## src/rtl/adc_spi_sampler_if.sv

```systemverilog
// Pin and result bundle between adc_spi_sampler and its neighbours.
// master = the sampler itself, slave = ADC pins plus result consumer.
interface adc_spi_sampler_if;
  logic        adc_cs_n;
  logic        adc_sclk;
  logic        adc_mosi;
  logic        adc_miso;
  logic [11:0] adc_dout;
  logic        adc_valid;
  logic        busy;

  modport master (
    output adc_cs_n, adc_sclk, adc_mosi, adc_dout, adc_valid, busy,
    input  adc_miso
  );

  modport slave (
    input  adc_cs_n, adc_sclk, adc_mosi, adc_dout, adc_valid, busy,
    output adc_miso
  );
endinterface

```

## src/rtl/adc_spi_sampler.sv

```systemverilog
// Periodic ADC128S022 reader: one 16-SCLK frame per accepted tick, first frame
// after reset discarded, 2^AVG_LOG2 samples averaged into a held 12-bit word.
module adc_spi_sampler #(
  parameter int          CLK_DIV       = 25,
  parameter int          SAMPLE_PERIOD = 50000,
  parameter logic [2:0]  CHANNEL       = 3'd0,
  parameter int          AVG_LOG2      = 2
) (
  input  logic              clk,
  input  logic              rst,
  adc_spi_sampler_if.master bus
);
  localparam int DIV_W  = (CLK_DIV > 1) ? $clog2(CLK_DIV) : 1;
  localparam int TICK_W = $clog2(SAMPLE_PERIOD);
  localparam int ACC_W  = 12 + AVG_LOG2;
  localparam logic [DIV_W-1:0]  DIV_LAST  = DIV_W'(CLK_DIV - 1);
  localparam logic [TICK_W-1:0] TICK_LAST = TICK_W'(SAMPLE_PERIOD - 1);
  localparam logic [4:0]        GRP_LAST  = 5'((1 << AVG_LOG2) - 1);

  typedef enum logic [1:0] {S_IDLE, S_SETUP, S_SHIFT, S_HOLD} state_t;

  state_t            r_state, w_state_next;
  logic [DIV_W-1:0]  r_div, w_div_next;
  logic [3:0]        r_bit, w_bit_next;
  logic              r_half, w_half_next;
  logic              r_cs_n, w_cs_n_next;
  logic              r_sclk, w_sclk_next;
  logic              r_mosi, w_mosi_next;
  logic              r_busy;
  logic              w_capture, w_frame_done, w_div_last;

  logic [TICK_W-1:0] r_tick_cnt;
  logic              r_tick;
  logic [11:0]       r_shift;
  logic [ACC_W-1:0]  r_acc;
  logic [ACC_W-1:0]  w_acc_sum;
  logic [4:0]        r_grp;
  logic              r_primer;
  logic [11:0]       r_dout;
  logic              r_valid;

  // Address bits go out MSB first on bits 2..4 of the frame.
  function automatic logic mosi_bit(input logic [3:0] n);
    case (n)
      4'd2:    return CHANNEL[2];
      4'd3:    return CHANNEL[1];
      4'd4:    return CHANNEL[0];
      default: return 1'b0;
    endcase
  endfunction

  assign w_div_last = (r_div == DIV_LAST);
  assign w_acc_sum  = r_acc + ACC_W'(r_shift);

  always_comb begin
    w_state_next = r_state;
    w_div_next   = r_div;
    w_bit_next   = r_bit;
    w_half_next  = r_half;
    w_cs_n_next  = r_cs_n;
    w_sclk_next  = r_sclk;
    w_mosi_next  = r_mosi;
    w_capture    = 1'b0;
    w_frame_done = 1'b0;
    case (r_state)
      S_IDLE: begin
        if (r_tick) begin
          w_state_next = S_SETUP;
          w_div_next   = '0;
          w_cs_n_next  = 1'b0;
          w_sclk_next  = 1'b1;
        end
      end
      S_SETUP: begin
        if (w_div_last) begin
          w_state_next = S_SHIFT;
          w_div_next   = '0;
          w_bit_next   = 4'd0;
          w_half_next  = 1'b0;
          w_sclk_next  = 1'b0;
          w_mosi_next  = mosi_bit(4'd0);
        end else begin
          w_div_next = r_div + DIV_W'(1);
        end
      end
      S_SHIFT: begin
        if (w_div_last) begin
          w_div_next = '0;
          // Rising SCLK edge is the sampling point for the ADC's data.
          if (!r_half) begin
            w_sclk_next = 1'b1;
            w_half_next = 1'b1;
            w_capture   = 1'b1;
          end else if (r_bit == 4'd15) begin
            w_state_next = S_HOLD;
          end else begin
            w_bit_next  = r_bit + 4'd1;
            w_half_next = 1'b0;
            w_sclk_next = 1'b0;
            w_mosi_next = mosi_bit(r_bit + 4'd1);
          end
        end else begin
          w_div_next = r_div + DIV_W'(1);
        end
      end
      S_HOLD: begin
        if (w_div_last) begin
          w_state_next = S_IDLE;
          w_div_next   = '0;
          w_cs_n_next  = 1'b1;
          w_frame_done = 1'b1;
        end else begin
          w_div_next = r_div + DIV_W'(1);
        end
      end
      default: w_state_next = S_IDLE;
    endcase
  end

  always_ff @(posedge clk or posedge rst) begin
    if (rst) begin
      r_state <= S_IDLE;
      r_div   <= '0;
      r_bit   <= 4'd0;
      r_half  <= 1'b0;
      r_cs_n  <= 1'b1;
      r_sclk  <= 1'b1;
      r_mosi  <= 1'b0;
      r_busy  <= 1'b0;
    end else begin
      r_state <= w_state_next;
      r_div   <= w_div_next;
      r_bit   <= w_bit_next;
      r_half  <= w_half_next;
      r_cs_n  <= w_cs_n_next;
      r_sclk  <= w_sclk_next;
      r_mosi  <= w_mosi_next;
      r_busy  <= (w_state_next != S_IDLE);
    end
  end

  always_ff @(posedge clk or posedge rst) begin
    if (rst) begin
      r_tick_cnt <= '0;
      r_tick     <= 1'b0;
      r_shift    <= '0;
      r_acc      <= '0;
      r_grp      <= 5'd0;
      r_primer   <= 1'b1;
      r_dout     <= 12'hFFF;
      r_valid    <= 1'b0;
    end else begin
      r_tick_cnt <= (r_tick_cnt == TICK_LAST) ? '0 : r_tick_cnt + TICK_W'(1);
      r_tick     <= (r_tick_cnt == TICK_LAST);
      if (w_capture && (r_bit >= 4'd4))
        r_shift <= {r_shift[10:0], bus.adc_miso};
      r_valid <= 1'b0;
      // The first frame carries the stale channel from before reset.
      if (w_frame_done) begin
        if (r_primer) begin
          r_primer <= 1'b0;
        end else if (r_grp == GRP_LAST) begin
          r_dout  <= w_acc_sum[ACC_W-1:AVG_LOG2];
          r_valid <= 1'b1;
          r_acc   <= '0;
          r_grp   <= 5'd0;
        end else begin
          r_acc <= w_acc_sum;
          r_grp <= r_grp + 5'd1;
        end
      end
    end
  end

  assign bus.adc_cs_n  = r_cs_n;
  assign bus.adc_sclk  = r_sclk;
  assign bus.adc_mosi  = r_mosi;
  assign bus.adc_dout  = r_dout;
  assign bus.adc_valid = r_valid;
  assign bus.busy      = r_busy;
endmodule

```

## src/flat_wrapper.sv

```systemverilog
// flat-port wrapper written by rule: the top's interface ports become plain ports
module adc_spi_sampler_flat 
#(
  parameter int          CLK_DIV       = 25,
  parameter int          SAMPLE_PERIOD = 50000,
  parameter logic [2:0]  CHANNEL       = 3'd0,
  parameter int          AVG_LOG2      = 2
)
  (clk, rst, bus_adc_cs_n, bus_adc_sclk, bus_adc_mosi, bus_adc_dout, bus_adc_valid, bus_busy, bus_adc_miso);
  adc_spi_sampler_if bus_i ();
  input  logic clk;
  input  logic rst;
  output wire logic [$bits(bus_i.adc_cs_n)-1:0] bus_adc_cs_n;
  output wire logic [$bits(bus_i.adc_sclk)-1:0] bus_adc_sclk;
  output wire logic [$bits(bus_i.adc_mosi)-1:0] bus_adc_mosi;
  output wire logic [$bits(bus_i.adc_dout)-1:0] bus_adc_dout;
  output wire logic [$bits(bus_i.adc_valid)-1:0] bus_adc_valid;
  output wire logic [$bits(bus_i.busy)-1:0] bus_busy;
  input wire logic [$bits(bus_i.adc_miso)-1:0] bus_adc_miso;
  assign bus_adc_cs_n = bus_i.adc_cs_n;
  assign bus_adc_sclk = bus_i.adc_sclk;
  assign bus_adc_mosi = bus_i.adc_mosi;
  assign bus_adc_dout = bus_i.adc_dout;
  assign bus_adc_valid = bus_i.adc_valid;
  assign bus_busy = bus_i.busy;
  assign bus_i.adc_miso = bus_adc_miso;
  adc_spi_sampler #(.CLK_DIV(CLK_DIV), .SAMPLE_PERIOD(SAMPLE_PERIOD), .CHANNEL(CHANNEL), .AVG_LOG2(AVG_LOG2)) u_core (.clk(clk), .rst(rst), .bus(bus_i));
endmodule
```

## config.mk

```make
export PLATFORM = sky130hd
export DESIGN_NAME = adc_spi_sampler_flat
export DESIGN_NICKNAME = d
export VERILOG_FILES = /design/src/rtl/adc_spi_sampler_if.sv /design/src/rtl/adc_spi_sampler.sv /design/src/flat_wrapper.sv
export SDC_FILE = /design/constraint.sdc
export NUM_CORES = 1
export LEC_CHECK = 0
export CAP_MARGIN = 20
export CORE_MARGIN = 10
export CORE_UTILIZATION = 37
export DETAILED_ROUTE_END_ITERATION = 8
export GPL_ROUTABILITY_DRIVEN = 0
export PLACE_DENSITY = 0.6
export SKIP_CTS_REPAIR_TIMING = 1
export SYNTH_ARGS = -nofsm -noshare
export SYNTH_HDL_FRONTEND = slang
export SYNTH_SLANG_ARGS = --single-unit
```

## constraint.sdc

```tcl
create_clock -name clk -period 6.7 [get_ports clk]
set_input_delay 1.005 -clock clk [delete_from_list [all_inputs] [get_ports clk]]
set_output_delay 1.005 -clock clk [all_outputs]
set_load 0.02 [all_outputs]
```

Word-level counts from Yosys, hierarchy flattened
Cells that the tools add are included.

Bits in read-only memories: 0. Flip-flop bits (word level): 78. Latch bits: 0. RAM bits: 0. Input bits: 3. Memories kept: 0. Output and inout bits: 17.

Multiply operators: 0. $add $sub $neg: 5. Bitwise logic cells: 1. Divide/modulo/power cells: 0. $lt $le $gt $ge: 1. Mux-type cells: 42. Reductions and logical operators: 13. Shift-type cells: 0. Eq/ne operators: 14.

Operators with widths (count): 1-bit 2-to-1 mux (20); 16-bit by 1-bit adder with 16-bit output, second input constant (1); 16-bit equality test, second input constant (1); 16-bit 2-to-1 mux (1); 4-bit 2-to-1 mux (4); 5-bit 2-to-1 mux (3); 14-bit by 12-bit adder with 14-bit output (1); 14-bit 2-to-1 mux (1); 2-bit 2-to-1 mux (6); 5-bit by 1-bit adder with 5-bit output, second input constant (2); 2-bit by 1-bit inequality test with 1-bit output, second input constant (5); 5-bit case mux with 2 select lines (1); 5-bit AND reduction (2); 3-bit AND reduction (3); 2-bit case mux with 4 select lines (1); 4-bit case mux with 2 select lines (1); 1-bit case mux with 2 select lines (3); 2-bit nonzero test (3); 5-bit by 2-bit equality test with 1-bit output, second input constant (1); 5-bit equality test, second input constant (1); 4-bit by 1-bit adder with 4-bit output, second input constant (1); 2-bit equality test, second input constant (2); 4-bit equality test, second input constant (1); 4-bit by 3-bit >= comparator with 1-bit output, second input constant (1); 10 further kinds (10).

Longest topological paths before layout
Gate-level depths: netlist of run 1.

Depth after elaboration: 6. Mapped depth: 10. Mapped depth without buffers: 9.

Worst setup path before layout of run 1
Ideal clock, no wire load.

Path type: register -> register. From: reg u_core.r_div[0]. To: reg u_core.r_shift[0]. Path slack: 4.585 ns. Arrival time: 1.990 ns. Path buffers: 3. Cell stages (with the launch flop): 10. Cells stage by stage: dfrtp_1 inv_1 ha_1 and4b_1 buf_4 nand2_1 or4_1 buf_2 buf_6 mux2_4.

Word-level cells in the longest chain between the ends: 4.

Ends and longest elaborated chain: start: declaration (RTL line adc_spi_sampler.sv:23) `logic [DIV_W-1:0] r_div, w_div_next;`; start signal: assignment (RTL line adc_spi_sampler.sv:132) `r_div <= w_div_next;`; 5-bit equality test (RTL line adc_spi_sampler.sv:52) `assign w_div_last = (r_div == DIV_LAST);`; 1-bit 2-to-1 mux (RTL line adc_spi_sampler.sv:87) `if (w_div_last) begin`; 1-bit 2-to-1 mux (RTL line adc_spi_sampler.sv:65) `case (r_state)`; 1-bit logical AND (RTL line adc_spi_sampler.sv:155) `if (w_capture && (r_bit >= 4'd4))`; end signal: assignment (RTL line adc_spi_sampler.sv:156) `r_shift <= {r_shift[10:0], bus.adc_miso};`; end: declaration (RTL line adc_spi_sampler.sv:34) `logic [11:0] r_shift;`.

Every way passes these cells. A chain may end at the register's enable or synchronous reset.

Worst setup path after layout of run 1
From: reg u_core.r_div[0]. To: reg u_core.r_dout[5] (netlist: u_core.bus.adc_dout[5]).

Word-level cells in the longest chain between the ends: 4.

Ends and longest elaborated chain: 5-bit equality test (RTL line adc_spi_sampler.sv:52); 1-bit 2-to-1 mux (RTL line adc_spi_sampler.sv:107) `if (w_div_last) begin`; 1-bit 2-to-1 mux (RTL line adc_spi_sampler.sv:65); 3-bit AND reduction (no line); end signal: assignment (RTL line adc_spi_sampler.sv:163) `r_dout <= w_acc_sum[ACC_W-1:AVG_LOG2];`; end: declaration (RTL line adc_spi_sampler.sv:39) `logic [11:0] r_dout;`.

Every way passes these cells.

==> results of run 1 <==
report_power, final:
group          leakage [nW]  internal, mW  switching (mW)  total, mW
Combinational         0.955       0.00194         0.00933     0.0113
Clock                 0.101         0.207           0.173      0.380
Sequential             1.00         0.465        0.000276      0.465
Total                  2.06         0.674           0.183      0.857
layout by cell type (no fill, tap or decap), types with 3 or more instances in the layout:
cell type	instances
nand2_1	53
mux2_4	8
o21ai_0	17
nand4_1	5
nand3_1	16
nor3_1	5
a21o_1	4
clkdlybuf4s50_1	18
xor2_1	13
and3_1	5
nor2_1	21
mux2_1	3
dfstp_2	15
o21ai_1	9
ha_1	17
and2_1	3
a31oi_1	3
mux2_2	6
nor2b_1	6
clkbuf_8	9
inv_1	9
dfrtp_1	62
a21oi_1	14
o31ai_1	3
xnor2_1	14
a22o_1	12
or3_1	4
final timing paths:
path	start	slack, ns	cells after the start	end
setup reg to reg	u_core.r_div[0]$_DFFE_PP0P_	4.01	7	u_core.bus.adc_dout[5]$_DFFE_PP1P_
setup / recovery	u_core.r_div[0]$_DFFE_PP0P_	4.01	7	u_core.bus.adc_dout[5]$_DFFE_PP1P_
max in group asynchronous	rst	4.85	3	u_core.r_acc[5]$_DFFE_PP0P_
hold / removal	u_core.bus.adc_dout[2]$_DFFE_PP1P_	0.46	2	u_core.bus.adc_dout[2]$_DFFE_PP1P_
min in group asynchronous	rst	1.23	3	u_core.r_tick_cnt[2]$_DFF_PP0_
hold reg to reg	u_core.bus.adc_dout[2]$_DFFE_PP1P_	0.46	2	u_core.bus.adc_dout[2]$_DFFE_PP1P_
cells in the mapped netlist (all sizes together) (2+ instances only):
| master | number | area, sq um |
|---|---|---|
| a41o | 2 | 20.0 |
| or3 | 4 | 25.0 |
| dfstp | 15 | 394 |
| a41oi | 2 | 17.5 |
| o2111ai | 2 | 17.5 |
| o21bai | 2 | 15.0 |
| nand3 | 16 | 80.1 |
| inv | 11 | 41.3 |
| o21a | 2 | 15.0 |
| and2 | 4 | 25.0 |
| nor2 | 22 | 90.1 |
| or4 | 2 | 15.0 |
| nor3 | 6 | 35.0 |
| a21o | 4 | 30.0 |
| nor2b | 6 | 37.5 |
| a21oi | 14 | 70.1 |
| a22o | 12 | 105 |
| clkbuf | 8 | 30.0 |
| mux2 | 17 | 221 |
| dfrtp | 62 | 1550 |
| buf | 6 | 41.3 |
| nand2 | 53 | 199 |
| o21ai | 26 | 130 |
| nand2b | 2 | 12.5 |
| and3 | 5 | 31.3 |
| and4b | 2 | 20.0 |
| nor3b | 2 | 15.0 |
| o31ai | 3 | 22.5 |
| xnor2 | 14 | 123 |
| ha | 17 | 213 |
| xor2 | 13 | 114 |
| nand4 | 5 | 31.3 |
| a31oi | 3 | 18.8 |
sequential cells by signal, indices dropped and copies added (netlist names), 2 cells and up:
register / cells
u_core.r_tick_cnt: 16
u_core.r_state: 2
u_core.bus.adc_dout: 12
u_core.r_div: 5
u_core.r_grp: 5
u_core.r_acc: 14
u_core.r_shift: 12
u_core.r_bit: 4
layer usage:
metal,part of all wire,track usage
met4,0.014,0.0386
met1,0.48,0.142
met2,0.45,0.165
met3,0.052,0.0433
met5,0,0
cell families (layout without fill, tap and decap cells):
logic type	Yosys count	in the layout	synth area share
AND/OR/NAND/NOR	132	132	0.166
adder cells (fa/ha/maj)	18	18	0.0588
buffers and inverters	25	45	0.0284
other	1	1	0.000947
multiplexers	18	18	0.0585
AO/OA/AOI/OAI	81	81	0.137
flip-flops	77	77	0.491
XOR/XNOR	27	27	0.0597
through the flow:
stage	power, mW	setup WS [ns]	std cells	hold slack (ns)
global placement	0.486	4.13	520	0.450
CTS	0.872	3.98	535	0.463
finish	0.857	4.01	535	0.458
global route	0.898	3.77	535	0.485
floorplan	0.482	3.75	379	0.445
detailed placement	0.486	4.00	520	0.451
tightest hold or removal path: stages, from the launching register on:
cell     delay, ns
dfstp_2       0.37
nand2_1       0.05
nand2_1       0.04
final cells by class:
cell class / instances / area, sq um
inverter: 11 / 41.3
clock inverter: 6 / 88.8
timing repair buffer: 19 / 188
tap: 136 / 170
fill: 1015 / 5910
clock buffer: 9 / 124
multi-input combinational: 277 / 1900
sequential: 77 / 1950
==> results.md, run 1 <==
- Clock sink count: 77
- Arr. time, crit path: between 2 and 3 ns
- Ys async rst share: 1.00
- Max Transition Viols Final: 0
- Final setup fails: 0
- Clock slew at reported path FFs: approximately 0.08 ns
- Status: finished, final reports clean
- Post-route cell area: between 4000 and 5000 sq um
- Achievable clock frequency: ~0.37 GHz
- Layout cells sized above 1: 0.130
- Largest delay contributor family on the critical path: simple AND/OR/NAND/NOR gates
- Initial Util: 0.382
- Port Buf Inserts: 18
- Final min period: between 2 and 3 ns
- Syn-to-layout area delta: 12.6%
- DRC viols: 0
- GRT Total Usage: 0.110
- Syn Std Cell Area: slightly below 4000 sq um
- Final Hold Viols: 0
- Vias per cell: between 5 and 6
- Setup TNS: 0 ns
- Vias: 2732
- CTS Buf Count: 9
- Final net count: 416
- Pin count of the biggest net entering global routing: about 80
- Period utilization: 0.402
- Root buffer cell: clkbuf_8
- Worst-Margin Slew: 0.940 ns
- DR pass1 iterations: 4
- Hold Crit Class: reg2reg
- CP max stage delay: 0.56 ns
- Placement Cell Area: about 4200 sq um
- Unrepaired setup endpoints after global routing: no
- Setup crit end kind: flop
- Power density over the cells: between 150 and 200 nW/um^2
- Netlist cell types: 57
- Die span in y: between 100 and 150 um
- Mapped Cells: about 380
- Worst-path cell chain: inv_1 -> ha_1 -> nand4b_1 -> nor3_2 -> nand2_1 -> inv_2 -> mux2_2
- Die area: ~15000 sq um
- HPWL after DPL: between 5 and 6 mm
- TritonCTS clock tree: done
- Util after Layout: 0.430
- CP max-delay cell: nor3_2
- Syn avg cell area: around 10 sq um
- Number of global-route vias before repair: 2729
- Grt ovf: 0
- Placeable Area: about 10000 sq um
- I/O pins: 20
- Yosys Warn Count: 0
- Buffers plus inverters on the worst setup path: 2
- H-tree Lvls: 3
- Sequential cell area fraction in the yosys report: 0.491
- Leakage: 2.06 nW
- Later-pin clock latency in the skew report: approximately 0.36 ns
- Post-synthesis register bit count: 77
- Final ANT Viol Nets: 0
- Critical Path RT: 6.98 ns
- Number of synthesized flops with an enable pin: 0
- Post-Syn Nets: 400
- Crit Path Class: reg2reg
- Initial drt markers: 114
- Initial antenna violation count: 0
- Antenna cells: 0
- Startpoint Class: flop
- Die W: ~120 um
- Clock Path Buffers: 2
- Max Cap Violations: 0
- VDD IR-drop max: about 0.12 mV
- Max FO, Critical Path: 14
- Wire per inst: 14.1 um
- Slew margin rel.: 0.373
- Drt total wl: ~7.6 mm
- Synth Flop Type: dfrtp_1
- Clk_skew: 0.0108 ns
- First-pass GRT wire length: 13.3 mm
- FP Rows: 37
Note: power is estimated with default switching activity, not from simulation.
==> run 2, diff against run 1 <==
--- a/config.mk
+++ b/config.mk
@@ -10,7 +10,7 @@
 export CORE_UTILIZATION = 37
 export DETAILED_ROUTE_END_ITERATION = 8
 export GPL_ROUTABILITY_DRIVEN = 0
-export PLACE_DENSITY = 0.6
+export PLACE_DENSITY = 0.62
 export SKIP_CTS_REPAIR_TIMING = 1
 export SYNTH_ARGS = -nofsm -noshare
 export SYNTH_HDL_FRONTEND = slang
==> constraint.sdc (replaced) <==
create_clock -name clk -period 2.4 [get_ports clk]
set_input_delay 0.36 -clock clk [delete_from_list [all_inputs] [get_ports clk]]
set_output_delay 0.36 -clock clk [all_outputs]
set_load 0.02 [all_outputs]
==> results.md, run 2 (synthesized netlist as in run 1, its figures left out) <==
- Status: finished, final reports clean
- Area of the multi-input gates: roughly 1900 sq um
- Slew margin rel.: 0.633
- Most frequent cells in the layout: dfrtp_1 (62), nand2_1 (53), nor2_1 (21)
- Leakage: between 2 and 2.5 nW
- FP Rows: 37
- Finished Layout Cells: 549
- Vias: 2776
- Max Cap Violations: 0
- Drt total wl: approximately 7.6 mm
- Clock sink count: 77
- Power density over the cells: 536 nW/um^2
- Final net count: 429
- TritonCTS clock tree: done
- Initial Util: 0.382
- Root buffer cell: clkbuf_8
- Fillers: 982
- Max FO, Critical Path: 4
- Max Transition Viols Final: 0
- Number of global-route vias before repair: 2780
- Final setup fails: 0
- GRT Total Usage: 0.107
- Largest register FFs: 16
- Syn-to-layout area delta: 15.9%
- HPWL after DPL: roughly 5.4 mm
- Crit Path Class: reg2reg
- Largest Register: u_core.r_tick_cnt
- Initial drt markers: 150
- Setup crit end kind: flop
- Register area: roughly 2000 sq um
- First-pass GRT wire length: 13.3 mm
- Die span in y: approximately 120 um
- Worst-Margin Slew: about 0.55 ns
- Wire per inst: 13.8 um
- Largest regs: u_core.r_tick_cnt (16), u_core.r_acc (14)
- DR pass1 iterations: 4
- Vias per cell: 5.06
- Layout cells sized above 1: 0.160
- Achievable clock frequency: 0.442 GHz
- Antenna cells: 0
- Initial antenna violation count: 0
- Placed insts: around 530
- Clock slew at reported path FFs: about 0.090 ns
- Setup TNS: 0 ns
- Hold Crit Class: in2async
- Arr. time, crit path: approximately 2.5 ns
- I/O pins: 20
- CTS Buf Count: 9
- Grt ovf: 0
- Die area: roughly 15000 sq um
- Final Hold Viols: 0
- Commonest non-fill, non-tap cell in the layout: dfrtp_1
- Clk_skew: approximately 0.0096 ns
- Critical Path RT: approximately 2.6 ns
- Port Buf Inserts: 18
- Startpoint Class: flop
- Final min period: 2.26 ns
- VDD IR-drop max: 0.278 mV
- Placeable Area: 10400 sq um
- Unrepaired setup endpoints after global routing: no
- DRC viols: 0
- Period utilization: 0.942
- H-tree Lvls: 3
- Pin count of the biggest net entering global routing: 35
- Final ANT Viol Nets: 0
- Later-pin clock latency in the skew report: between 0.3 and 0.4 ns
- Die W: 123 um
- Clock Path Buffers: 2
[run 2: cell count changes in the layout (fill, tap and decap cells not counted), sizes merged]
cell and change:
buf +13, clkbuf +1, clkinvlp -1, inv +1
[run 2: layout make-up]
class | count | share of cell area
multi-input combinational | 277 | 0.414
clock buffer | 10 | 0.0300
timing repair buffer | 32 | 0.0649
clock inverter | 6 | 0.0205
tap | 136 | 0.0371
sequential | 77 | 0.424
inverter | 11 | 0.00900
[run 2: layer usage]
| layer | vias to the layer above | part of all wire | track usage |
|---|---|---|---|
| met4 | 0 | 0.017 | 0.0415 |
| met5 | - | 0 | 0 |
| li1 | 1401 | - | - |
| met1 | 1326 | 0.50 | 0.139 |
| met2 | 35 | 0.44 | 0.165 |
| met3 | 14 | 0.042 | 0.0301 |
[run 2: critical path, stage by stage, from the launching register on]
cell and delay, ns:
dfrtp_1 0.37, ha_1 0.17, inv_1 0.05, fa_1 0.40, inv_1 0.08, a21o_1 0.13, a41o_1 0.24, a41oi_1 0.19
and4b_1 0.25, a221o_1 0.26
[run 2: worst paths after layout]
path	start	endpoint	slack (ns)	cells after the start
max in group asynchronous	rst	u_core.bus.adc_dout[7]$_DFFE_PP1P_	1.45	3
worst max-delay path	u_core.r_shift[0]$_DFFE_PP0P_	u_core.r_acc[12]$_DFFE_PP0P_	0.14	9
worst min register to register	u_core.bus.adc_dout[2]$_DFFE_PP1P_	u_core.bus.adc_dout[2]$_DFFE_PP1P_	0.46	2
min in group clk	u_core.bus.adc_dout[2]$_DFFE_PP1P_	u_core.bus.adc_dout[2]$_DFFE_PP1P_	0.46	2
worst min-delay path	rst	u_core.r_tick_cnt[3]$_DFF_PP0_	0.32	2
worst max register to register	u_core.r_shift[0]$_DFFE_PP0P_	u_core.r_acc[12]$_DFFE_PP0P_	0.14	9
[run 2: power by group]
part / switching [mW] / internal, mW
combinational: 0.0274 / 0.00977
sequential: 0.000628 / 1.30
clock: 0.503 / 0.621
total: 0.531 / 1.93
[run 2: metrics by stage]
stage / power [mW] / utilization / cell area [sq um] / worst slack (ns) / hold slack (ns)
after floorplan: 1.35 / - / 3960 / 0.0981 / 0.445
after global placement: 1.36 / 0.420 / 4360 / 0.222 / 0.447
after detailed placement: 1.36 / 0.420 / 4360 / 0.138 / 0.449
after CTS: 2.50 / 0.442 / 4590 / 0.123 / 0.319
after global routing: 2.55 / 0.442 / 4590 / 0.0134 / 0.333
final: 2.46 / 0.442 / 4590 / 0.140 / 0.318
